[src/rtl/npu_csr_axil_slave.sv]
// AXI4-Lite CSR slave for the conv NPU core.
// Holds the layer configuration registers, issues a one-cycle start pulse on
// GO, tracks busy/done and drives a level interrupt from the done flag.
// Only addr[5:2] is decoded; upper and lower address bits alias.
module npu_csr_axil_slave #(
  parameter int C_S_AXI_DATA_WIDTH = 32,
  parameter int C_S_AXI_ADDR_WIDTH = 32
) (
  input  logic                            clk,
  input  logic                            rst,
  // write address channel
  input  logic [C_S_AXI_ADDR_WIDTH-1:0]   s00_axi_awaddr,
  input  logic [2:0]                      s00_axi_awprot,
  input  logic                            s00_axi_awvalid,
  output logic                            s00_axi_awready,
  // write data channel
  input  logic [C_S_AXI_DATA_WIDTH-1:0]   s00_axi_wdata,
  input  logic [C_S_AXI_DATA_WIDTH/8-1:0] s00_axi_wstrb,
  input  logic                            s00_axi_wvalid,
  output logic                            s00_axi_wready,
  // write response channel
  output logic [1:0]                      s00_axi_bresp,
  output logic                            s00_axi_bvalid,
  input  logic                            s00_axi_bready,
  // read address channel
  input  logic [C_S_AXI_ADDR_WIDTH-1:0]   s00_axi_araddr,
  input  logic [2:0]                      s00_axi_arprot,
  input  logic                            s00_axi_arvalid,
  output logic                            s00_axi_arready,
  // read data channel
  output logic [C_S_AXI_DATA_WIDTH-1:0]   s00_axi_rdata,
  output logic [1:0]                      s00_axi_rresp,
  output logic                            s00_axi_rvalid,
  input  logic                            s00_axi_rready,
  // register contents towards the core
  output logic [31:0]                     cfg_cmd,
  output logic [31:0]                     cfg_fram_base,
  output logic [31:0]                     cfg_kram_base,
  output logic [31:0]                     cfg_in_w,
  output logic [31:0]                     cfg_in_h,
  output logic [31:0]                     cfg_in_c,
  output logic [31:0]                     cfg_out_c,
  output logic [31:0]                     cfg_out_base,
  output logic [31:0]                     cfg_out_w,
  output logic [31:0]                     cfg_out_h,
  // core control / status
  output logic                            start,
  input  logic                            compute_done,
  output logic                            busy,
  output logic                            irq
);

  // Word index 0 is CMD, 1..9 are the config registers, 10 is STATUS,
  // 11..15 are unmapped.
  localparam int         NUM_REGS    = 10;
  localparam logic [3:0] IDX_CMD     = 4'd0;
  localparam logic [3:0] IDX_STATUS  = 4'd10;
  localparam logic [1:0] RESP_OKAY   = 2'b00;
  localparam logic [1:0] RESP_SLVERR = 2'b10;

  // Write path holding registers
  logic        aw_full_q, aw_full_d;
  logic [3:0]  aw_idx_q, aw_idx_d;
  logic        w_full_q, w_full_d;
  logic [31:0] w_data_q, w_data_d;
  logic [3:0]  w_strb_q, w_strb_d;
  logic        bvalid_q, bvalid_d;
  logic [1:0]  bresp_q, bresp_d;

  // Read path registers
  logic        rvalid_q, rvalid_d;
  logic [31:0] rdata_q, rdata_d;
  logic [1:0]  rresp_q, rresp_d;

  // Register file and core status
  logic [31:0] reg_q [NUM_REGS];
  logic [31:0] reg_d [NUM_REGS];
  logic        busy_q, busy_d;
  logic        done_q, done_d;
  logic        start_q, start_d;

  // Handshake / decode helpers
  logic        aw_hs, w_hs, b_hs, ar_hs, r_hs;
  logic        commit;
  logic        is_cmd, is_cfg, is_status;
  logic        go_req, go_accept;
  logic        done_evt;
  logic        w1c_done;
  logic [31:0] wmask;
  logic [3:0]  ar_idx;
  logic [31:0] rd_val;

  assign aw_hs = s00_axi_awvalid & ~aw_full_q;
  assign w_hs  = s00_axi_wvalid & ~w_full_q;
  assign b_hs  = bvalid_q & s00_axi_bready;
  assign ar_hs = s00_axi_arvalid & ~rvalid_q;
  assign r_hs  = rvalid_q & s00_axi_rready;

  // Both halves latched and no response outstanding: this is the one commit cycle.
  assign commit    = aw_full_q & w_full_q & ~bvalid_q;
  assign is_cmd    = (aw_idx_q == IDX_CMD);
  assign is_cfg    = (aw_idx_q >= 4'd1) && (aw_idx_q <= 4'd9);
  assign is_status = (aw_idx_q == IDX_STATUS);
  assign go_req    = w_strb_q[0] & w_data_q[0];
  assign go_accept = commit & is_cmd & go_req & ~busy_q;
  assign done_evt  = compute_done & busy_q;
  assign w1c_done  = commit & is_status & w_strb_q[0] & w_data_q[1];
  assign ar_idx    = s00_axi_araddr[5:2];

  // Expand the latched byte strobes into a bit mask.
  generate
    for (genvar gi = 0; gi < 4; gi++) begin : g_lane
      assign wmask[gi*8 +: 8] = {8{w_strb_q[gi]}};
    end
  endgenerate

  // AW/W capture, B response generation; channels complete independently.
  always_comb begin
    aw_full_d = aw_full_q;
    aw_idx_d  = aw_idx_q;
    w_full_d  = w_full_q;
    w_data_d  = w_data_q;
    w_strb_d  = w_strb_q;
    bvalid_d  = bvalid_q;
    bresp_d   = bresp_q;
    if (aw_hs) begin
      aw_full_d = 1'b1;
      aw_idx_d  = s00_axi_awaddr[5:2];
    end
    if (w_hs) begin
      w_full_d = 1'b1;
      w_data_d = s00_axi_wdata;
      w_strb_d = s00_axi_wstrb;
    end
    if (commit) begin
      bvalid_d = 1'b1;
      bresp_d  = (is_cfg && busy_q) ? RESP_SLVERR : RESP_OKAY;
    end else if (b_hs) begin
      // Ready lines reopen only once the response has been taken.
      bvalid_d  = 1'b0;
      aw_full_d = 1'b0;
      w_full_d  = 1'b0;
    end
  end

  // Register file update: byte-lane merge, GO handling, busy write protect.
  always_comb begin
    for (int i = 0; i < NUM_REGS; i++) begin
      reg_d[i] = reg_q[i];
    end
    // GO self-clears together with the start pulse.
    if (start_q) begin
      reg_d[0][0] = 1'b0;
    end
    if (commit && is_cmd) begin
      reg_d[0] = (reg_q[0] & ~wmask) | (w_data_q & wmask);
      // A GO refused because the core is running is not remembered.
      if (go_req && !go_accept) begin
        reg_d[0][0] = 1'b0;
      end
    end
    for (int i = 1; i < NUM_REGS; i++) begin
      if (commit && !busy_q && (aw_idx_q == 4'(i))) begin
        reg_d[i] = (reg_q[i] & ~wmask) | (w_data_q & wmask);
      end
    end
  end

  // Core handshake: start/busy on accepted GO, done/irq on completion; set beats W1C.
  always_comb begin
    start_d = go_accept;
    busy_d  = busy_q;
    done_d  = done_q;
    if (go_accept) begin
      busy_d = 1'b1;
    end else if (done_evt) begin
      busy_d = 1'b0;
    end
    if (w1c_done) begin
      done_d = 1'b0;
    end
    if (done_evt) begin
      done_d = 1'b1;
    end
  end

  // Read mux from current register state, so a same-cycle write is not visible.
  always_comb begin
    rd_val = 32'h0;
    for (int i = 0; i < NUM_REGS; i++) begin
      if (ar_idx == 4'(i)) begin
        rd_val = reg_q[i];
      end
    end
    if (ar_idx == IDX_STATUS) begin
      rd_val = {30'h0, done_q, busy_q};
    end
  end

  // Read channel: data captured on the AR handshake, held until rready.
  always_comb begin
    rvalid_d = rvalid_q;
    rdata_d  = rdata_q;
    rresp_d  = rresp_q;
    if (ar_hs) begin
      rvalid_d = 1'b1;
      rdata_d  = rd_val;
      rresp_d  = RESP_OKAY;
    end else if (r_hs) begin
      rvalid_d = 1'b0;
    end
  end

  // State registers; reset aborts any transaction in flight.
  always_ff @(posedge clk or posedge rst) begin
    if (rst) begin
      aw_full_q <= 1'b0;
      aw_idx_q  <= 4'h0;
      w_full_q  <= 1'b0;
      w_data_q  <= 32'h0;
      w_strb_q  <= 4'h0;
      bvalid_q  <= 1'b0;
      bresp_q   <= RESP_OKAY;
      rvalid_q  <= 1'b0;
      rdata_q   <= 32'h0;
      rresp_q   <= RESP_OKAY;
      busy_q    <= 1'b0;
      done_q    <= 1'b0;
      start_q   <= 1'b0;
      for (int i = 0; i < NUM_REGS; i++) begin
        reg_q[i] <= 32'h0;
      end
    end else begin
      aw_full_q <= aw_full_d;
      aw_idx_q  <= aw_idx_d;
      w_full_q  <= w_full_d;
      w_data_q  <= w_data_d;
      w_strb_q  <= w_strb_d;
      bvalid_q  <= bvalid_d;
      bresp_q   <= bresp_d;
      rvalid_q  <= rvalid_d;
      rdata_q   <= rdata_d;
      rresp_q   <= rresp_d;
      busy_q    <= busy_d;
      done_q    <= done_d;
      start_q   <= start_d;
      for (int i = 0; i < NUM_REGS; i++) begin
        reg_q[i] <= reg_d[i];
      end
    end
  end

  assign s00_axi_awready = ~aw_full_q;
  assign s00_axi_wready  = ~w_full_q;
  assign s00_axi_bvalid  = bvalid_q;
  assign s00_axi_bresp   = bresp_q;
  assign s00_axi_arready = ~rvalid_q;
  assign s00_axi_rvalid  = rvalid_q;
  assign s00_axi_rdata   = rdata_q;
  assign s00_axi_rresp   = rresp_q;

  assign cfg_cmd       = reg_q[0];
  assign cfg_fram_base = reg_q[1];
  assign cfg_kram_base = reg_q[2];
  assign cfg_in_w      = reg_q[3];
  assign cfg_in_h      = reg_q[4];
  assign cfg_in_c      = reg_q[5];
  assign cfg_out_c     = reg_q[6];
  assign cfg_out_base  = reg_q[7];
  assign cfg_out_w     = reg_q[8];
  assign cfg_out_h     = reg_q[9];

  assign start = start_q;
  assign busy  = busy_q;
  assign irq   = done_q;

  // Protection bits and undecoded address bits carry no meaning here.
  logic unused_inputs;
  assign unused_inputs = ^{s00_axi_awprot, s00_axi_arprot,
                           s00_axi_awaddr[C_S_AXI_ADDR_WIDTH-1:6], s00_axi_awaddr[1:0],
                           s00_axi_araddr[C_S_AXI_ADDR_WIDTH-1:6], s00_axi_araddr[1:0]};

endmodule

[config.mk]
export PLATFORM = sky130hd
export DESIGN_NAME = npu_csr_axil_slave
export DESIGN_NICKNAME = d
export VERILOG_FILES = /design/src/rtl/npu_csr_axil_slave.sv
export SDC_FILE = /design/constraint.sdc
export NUM_CORES = 1
export LEC_CHECK = 0
export BUFFER_PORTS_ARGS = -buffer_cell sky130_fd_sc_hd__buf_2
export CAP_MARGIN = 25
export CORE_ASPECT_RATIO = 1.1
export CORE_MARGIN = 2
export CORE_UTILIZATION = 50
export DETAILED_ROUTE_END_ITERATION = 12
export HOLD_SLACK_MARGIN = 0.15
export PLACE_DENSITY = 0.76
export SYNTH_ARGS = -nofsm -noshare
export SYNTH_HDL_FRONTEND = slang
export SYNTH_SLANG_ARGS = --single-unit
[constraint.sdc]
create_clock -name clk -period 18.7 [get_ports clk]
set_input_delay 3.74 -clock clk [delete_from_list [all_inputs] [get_ports clk]]
set_output_delay 3.74 -clock clk [all_outputs]
set_load 0.01 [all_outputs]
Word level (Yosys, flattened, before mapping)
Index checks and enable logic that the tools add are counted.
{ "totals": {"reg_bits": 401, "latch_bits": 0, "mem_bits_rw": 0, "mem_bits_ro": 0, "input_bits": 114, "output_inout_bits": 364, "word_cells": 139, "memories": 0} }
{ "classes": {"addsub": 0, "multipliers": 0, "div_mod_pow": 0, "n_lt_le_gt_ge": 2, "eq_ne": 20, "shift": 0, "mux": 29, "n_bitwise": 42, "n_reduce_logical": 23} }
{ "op_table": {"columns": ["operator", "n"], "rows": [
  ["32-bit bitwise AND", 11],
  ["32-bit two-way mux", 11],
  ["32-bit OR", 10],
  ["4-bit by 3-bit equality test with 1-bit output, second input constant", 8],
  ["32-bit NOT", 1],
  ["4-bit equality test, second input constant", 6],
  ["1-bit two-way mux", 17],
  ["4-bit by 2-bit equality test with 1-bit output, second input constant", 4],
  ["1-bit bitwise AND", 15],
  ["1-bit logical AND", 14],
  ["2-bit nonzero test", 5],
  ["4-bit by 1-bit equality test with 1-bit output, second input constant", 2],
  ["4-bit logical NOT", 2],
  ["1-bit NOT", 5],
  ["4-bit by 1-bit greater-or-equal comparator with 1-bit output, second input constant", 1],
  ["4-bit <= comparator, second input constant", 1],
  ["1-bit logical NOT", 2],
  ["2-bit two-way mux", 1]
]} }

Longest topological paths before layout
{ "depth": {"depth_word": 12, "depth_mapped": 9, "depth_no_buf": 5} }

Worst setup path before layout
Ideal clock, no wire load.
{ "synth_timing": {"path_type": "input -> register", "from": "input port s00_axi_araddr[2]", "to": "register rdata_q[13] (netlist: s00_axi_rdata[13])", "setup_ns": 0.126, "arrival_ns": 5.106, "required_time_ns": 18.574, "path_slack_ns": 13.468, "stages": 7, "path_buffers": 3, "cell_sequence": "buf_2 -> buf_4 -> nand2b_1 -> o21ai_1 -> clkbuf_1 -> nor2_1 -> a221o_1"} }
{ "synth_between": {"elab_chain_len": 12, "elab_cells_between_ends": 22, "cone_classes": "eq/ne: 10; mux: 11; reduce/logical: 1"} }
{ "synth_rtl": {"columns": ["item", "line", "source"], "rows": [
  ["start, declared", "26", "input logic [C_S_AXI_ADDR_WIDTH-1:0] s00_axi_araddr,"],
  ["4-bit logical NOT", "191", "if (ar_idx == 4'(i)) begin"],
  ["32-bit two-way mux (10 in a row)", "191", null],
  ["32-bit two-way mux *", "195", "if (ar_idx == IDX_STATUS) begin"],
  ["end signal, assigned", "242", "rdata_q <= rdata_d;"],
  ["end, declared", "72", "logic [31:0] rdata_q, rdata_d;"]
]} }
Every way passes the cells marked *; elsewhere a longest branch is shown, timed or not.
A chain may end at the register's enable or synchronous reset.

Worst setup path in the final report
{ "layout_timing": {"from": "input port s00_axi_araddr[3]", "to": "register rdata_q[17] (netlist: s00_axi_rdata[17])"} }
Same word-level chain as after synthesis.

==> run summary <==
Status = finished, final reports clean
HP Start = s00_axi_rdata[25]
FFs w/ async S/R, synth = 100.0%
DIE WIDTH = 186.1 um
CP required = 19.11 ns
Worst Setup End Kind = flop
Cts hold-fix bufs = 0
Critical Path Source Type = primary input
Slew Viols, Final = 0
R2r setup slk = 15.91 ns
Clock skew = 0.01809 ns
Max transition margin = 27.16%
Lkg Pwr = 11.12 nW
Root buf cell = clkbuf_16
FP Rows = 73
Highest Clock Rate = 147.4 MHz
Pin count of the biggest net entering global routing = 176
Worst R2R Path Depth = 4
Final ANT Viol Nets = 0
Hold Path Cell Cnt = 2
Postcts setup bufs = 0
Ys flop type = dfrtp_1
Final setup violation count = 0
Die H = 204.3 um
Post-Syn Instances = 1460
Crit. Startpoint = s00_axi_araddr[3]
Routed wire length = 65710 um
Synthesis-stage register bit count = 400
CTS Sinks = 400
Min Tclk post-route = 6.782 ns
Worst skew pair latency = 0.56 ns
Leading cell types in the layout, fill and taps excluded = 411 x buf_2, 400 x dfrtp_1, 335 x mux2_2
Yosys warning count = 0
Initial antenna violation count = 3
Sequential fraction of the synthesis area = 54.88%
Grt ovf = 0
Vias = 14690
Final hold viol count = 0
Library cells used by synthesis = 64
Least-Margin Pin Slew = 1.090 ns
First-pass GRT wire length = 94870 um
Critical path fanouts, max = 71
Routed WL per cell = 28.03 um
CTS tree = built
Fin crit share = 36.27%
TritonCTS buffer count = 43
Syn-to-layout area delta = 20.52%
Max IR drop VDD = 0.0001177 V
IO Count = 478
Fin Setup TNS = 0 ns
WS Path Type = primary input to flop
Clk pin slew, worst setup/hold paths = 0.06 ns
Post-detailed-route via-to-cell ratio = 6.267
WP data arrival = 7.20 ns
Post-Route Utilization = 60.93%
H-tree depth = 2
R2r startpoint = aw_idx_q[1]
Post-DP HPWL = 44420 um
Worst Hold Slack = 0.4931 ns
Die ar. = 38030 um2
Max-Cap Viols = 0
RSZ-0062 raised after global routing = false
Port-buffer cells = 412
GR Util All Layers = 34.27%
DRT iter0 DRCs = 1445
Worst hold endpoint = s00_axi_rdata[25]
Post_cts resized = 0
EDFF count, synth = 0
Syn Area/Cell = 12.49 um2
Power Dens Cells = 164.0 nW/um2
CTS Buffer Depth = 3
Mapped Area = 18240 um2
Share of cells above drive strength 1 = 47.30%
Drt pass-1 iters = 6
Vias in the first global route = 14590
Fill cell count = 2877
Layout Nets = 1941
Global placement routability congestion = 0.8763
Most common cell after layout, fill and taps aside = buf_2
Worst Hold Class = flop to flop
DRC = 0
Starting density of the core = 50.56%
Core ar. = 36080 um2
-- area by class of cell --
cell class | count | area, um2 | share of cell area (%)
Antenna cell | 3 | 7.507 | 0.03415
Clock buffer | 65 | 1240 | 5.641
Clock inverter | 7 | 55.05 | 0.2504
Inverter | 11 | 48.80 | 0.2220
Multi-Input combinational cell | 936 | 7719 | 35.11
Sequential cell | 400 | 10010 | 45.53
Tap cell | 487 | 609.3 | 2.772
Timing Repair Buffer | 435 | 2293 | 10.43
-- where the power goes --
| group | internal, mW | total, mW | switching [mW] | leakage [nW] |
|---|---|---|---|---|
| clock network | 0.456 | 0.808 | 0.352 | 0.627 |
| registers | 1.22 | 1.62 | 0.405 | 5.26 |
| logic | 0.563 | 1.18 | 0.612 | 5.24 |
| total | 2.24 | 3.60 | 1.37 | 11.1 |
-- worst max path at each step --
stage	slack, ns	cells past startpoint	end
floorplan	3.84	1	async pin
global placement	11.55	7	s00_axi_rdata[26]
detailed placement	11.47	7	s00_axi_rdata[19]
CTS	12.02	7	s00_axi_rdata[19]
global route	11.81	7	s00_axi_rdata[19]
finish	11.92	7	s00_axi_rdata[17]
-- cell usage after synthesis (6+ instances only) --
| master | count | area (um2) |
|---|---|---|
| a222oi_1 | 7 | 70.07 |
| buf_4 | 7 | 52.55 |
| nand2_1 | 85 | 319.1 |
| or3_1 | 6 | 37.54 |
| o41ai_1 | 8 | 70.07 |
| a211o_1 | 7 | 61.31 |
| nor3b_1 | 8 | 60.06 |
| nor3_1 | 21 | 105.1 |
| a221oi_1 | 9 | 78.83 |
| a21oi_1 | 68 | 340.3 |
| a32oi_1 | 8 | 70.07 |
| and3_1 | 6 | 37.54 |
| nand2b_1 | 10 | 62.56 |
| o32a_1 | 8 | 80.08 |
| o21ai_0 | 26 | 130.1 |
| nand3_1 | 19 | 95.09 |
| nor3_2 | 9 | 90.09 |
| mux2_1 | 35 | 394.1 |
| inv_1 | 11 | 41.29 |
| a221o_1 | 10 | 100.1 |
| mux2_2 | 335 | 3772 |
| a22oi_1 | 11 | 82.58 |
| nor2_1 | 69 | 259.0 |
| buf_1 | 8 | 30.03 |
| a311oi_1 | 9 | 78.83 |
| dfrtp_1 | 400 | 10010 |
| nand2_2 | 12 | 75.07 |
| mux2i_1 | 14 | 140.1 |
| nor2b_1 | 18 | 112.6 |
| clkbuf_1 | 72 | 270.3 |
| a22o_1 | 11 | 96.34 |
| o22ai_1 | 41 | 256.5 |
| buf_2 | 28 | 140.1 |
-- cells by family (layout without fill, tap and decap cells) --
family	count (synthesis)	in the layout	synth area share, %
muxes	388	388	24.10
DFF	400	400	54.88
AOI/OAI and AO/OA	255	255	9.734
buffers and inverters	126	518	2.929
and+or+nand+nor	290	290	8.335
other	1	6	0.02056
-- critical path, cell delays in order --
cell and delay (ns):
buf_4 0.21, buf_4 0.80, nor2b_1 0.14, nand2_1 0.75, nand2_1 0.88, a221oi_1 0.49, a32oi_1 0.15
-- routing by layer --
metal	up-vias	share of wire [%]	GRT usage, %
li1	6102	-	-
met1	7481	37	42.80
met2	895	47	53.68
met3	212	11	9.961
met4	0	5.6	18.56
met5	-	0	0
-- metrics by stage --
| stage | power (mW) | instance area [um2] | cells | setup WS, ns |
|---|---|---|---|---|
| floorplan | 2.191 | 18250 | 1462 | 3.836 |
| global placement | 2.732 | 20610 | 2266 | 11.55 |
| detailed placement | 2.785 | 20620 | 2267 | 11.47 |
| CTS | 3.592 | 21920 | 2339 | 12.02 |
| global route | 3.768 | 21980 | 2344 | 11.81 |
| finish | 3.605 | 21980 | 2344 | 11.92 |
Note: power is estimated with default switching activity, not from simulation.
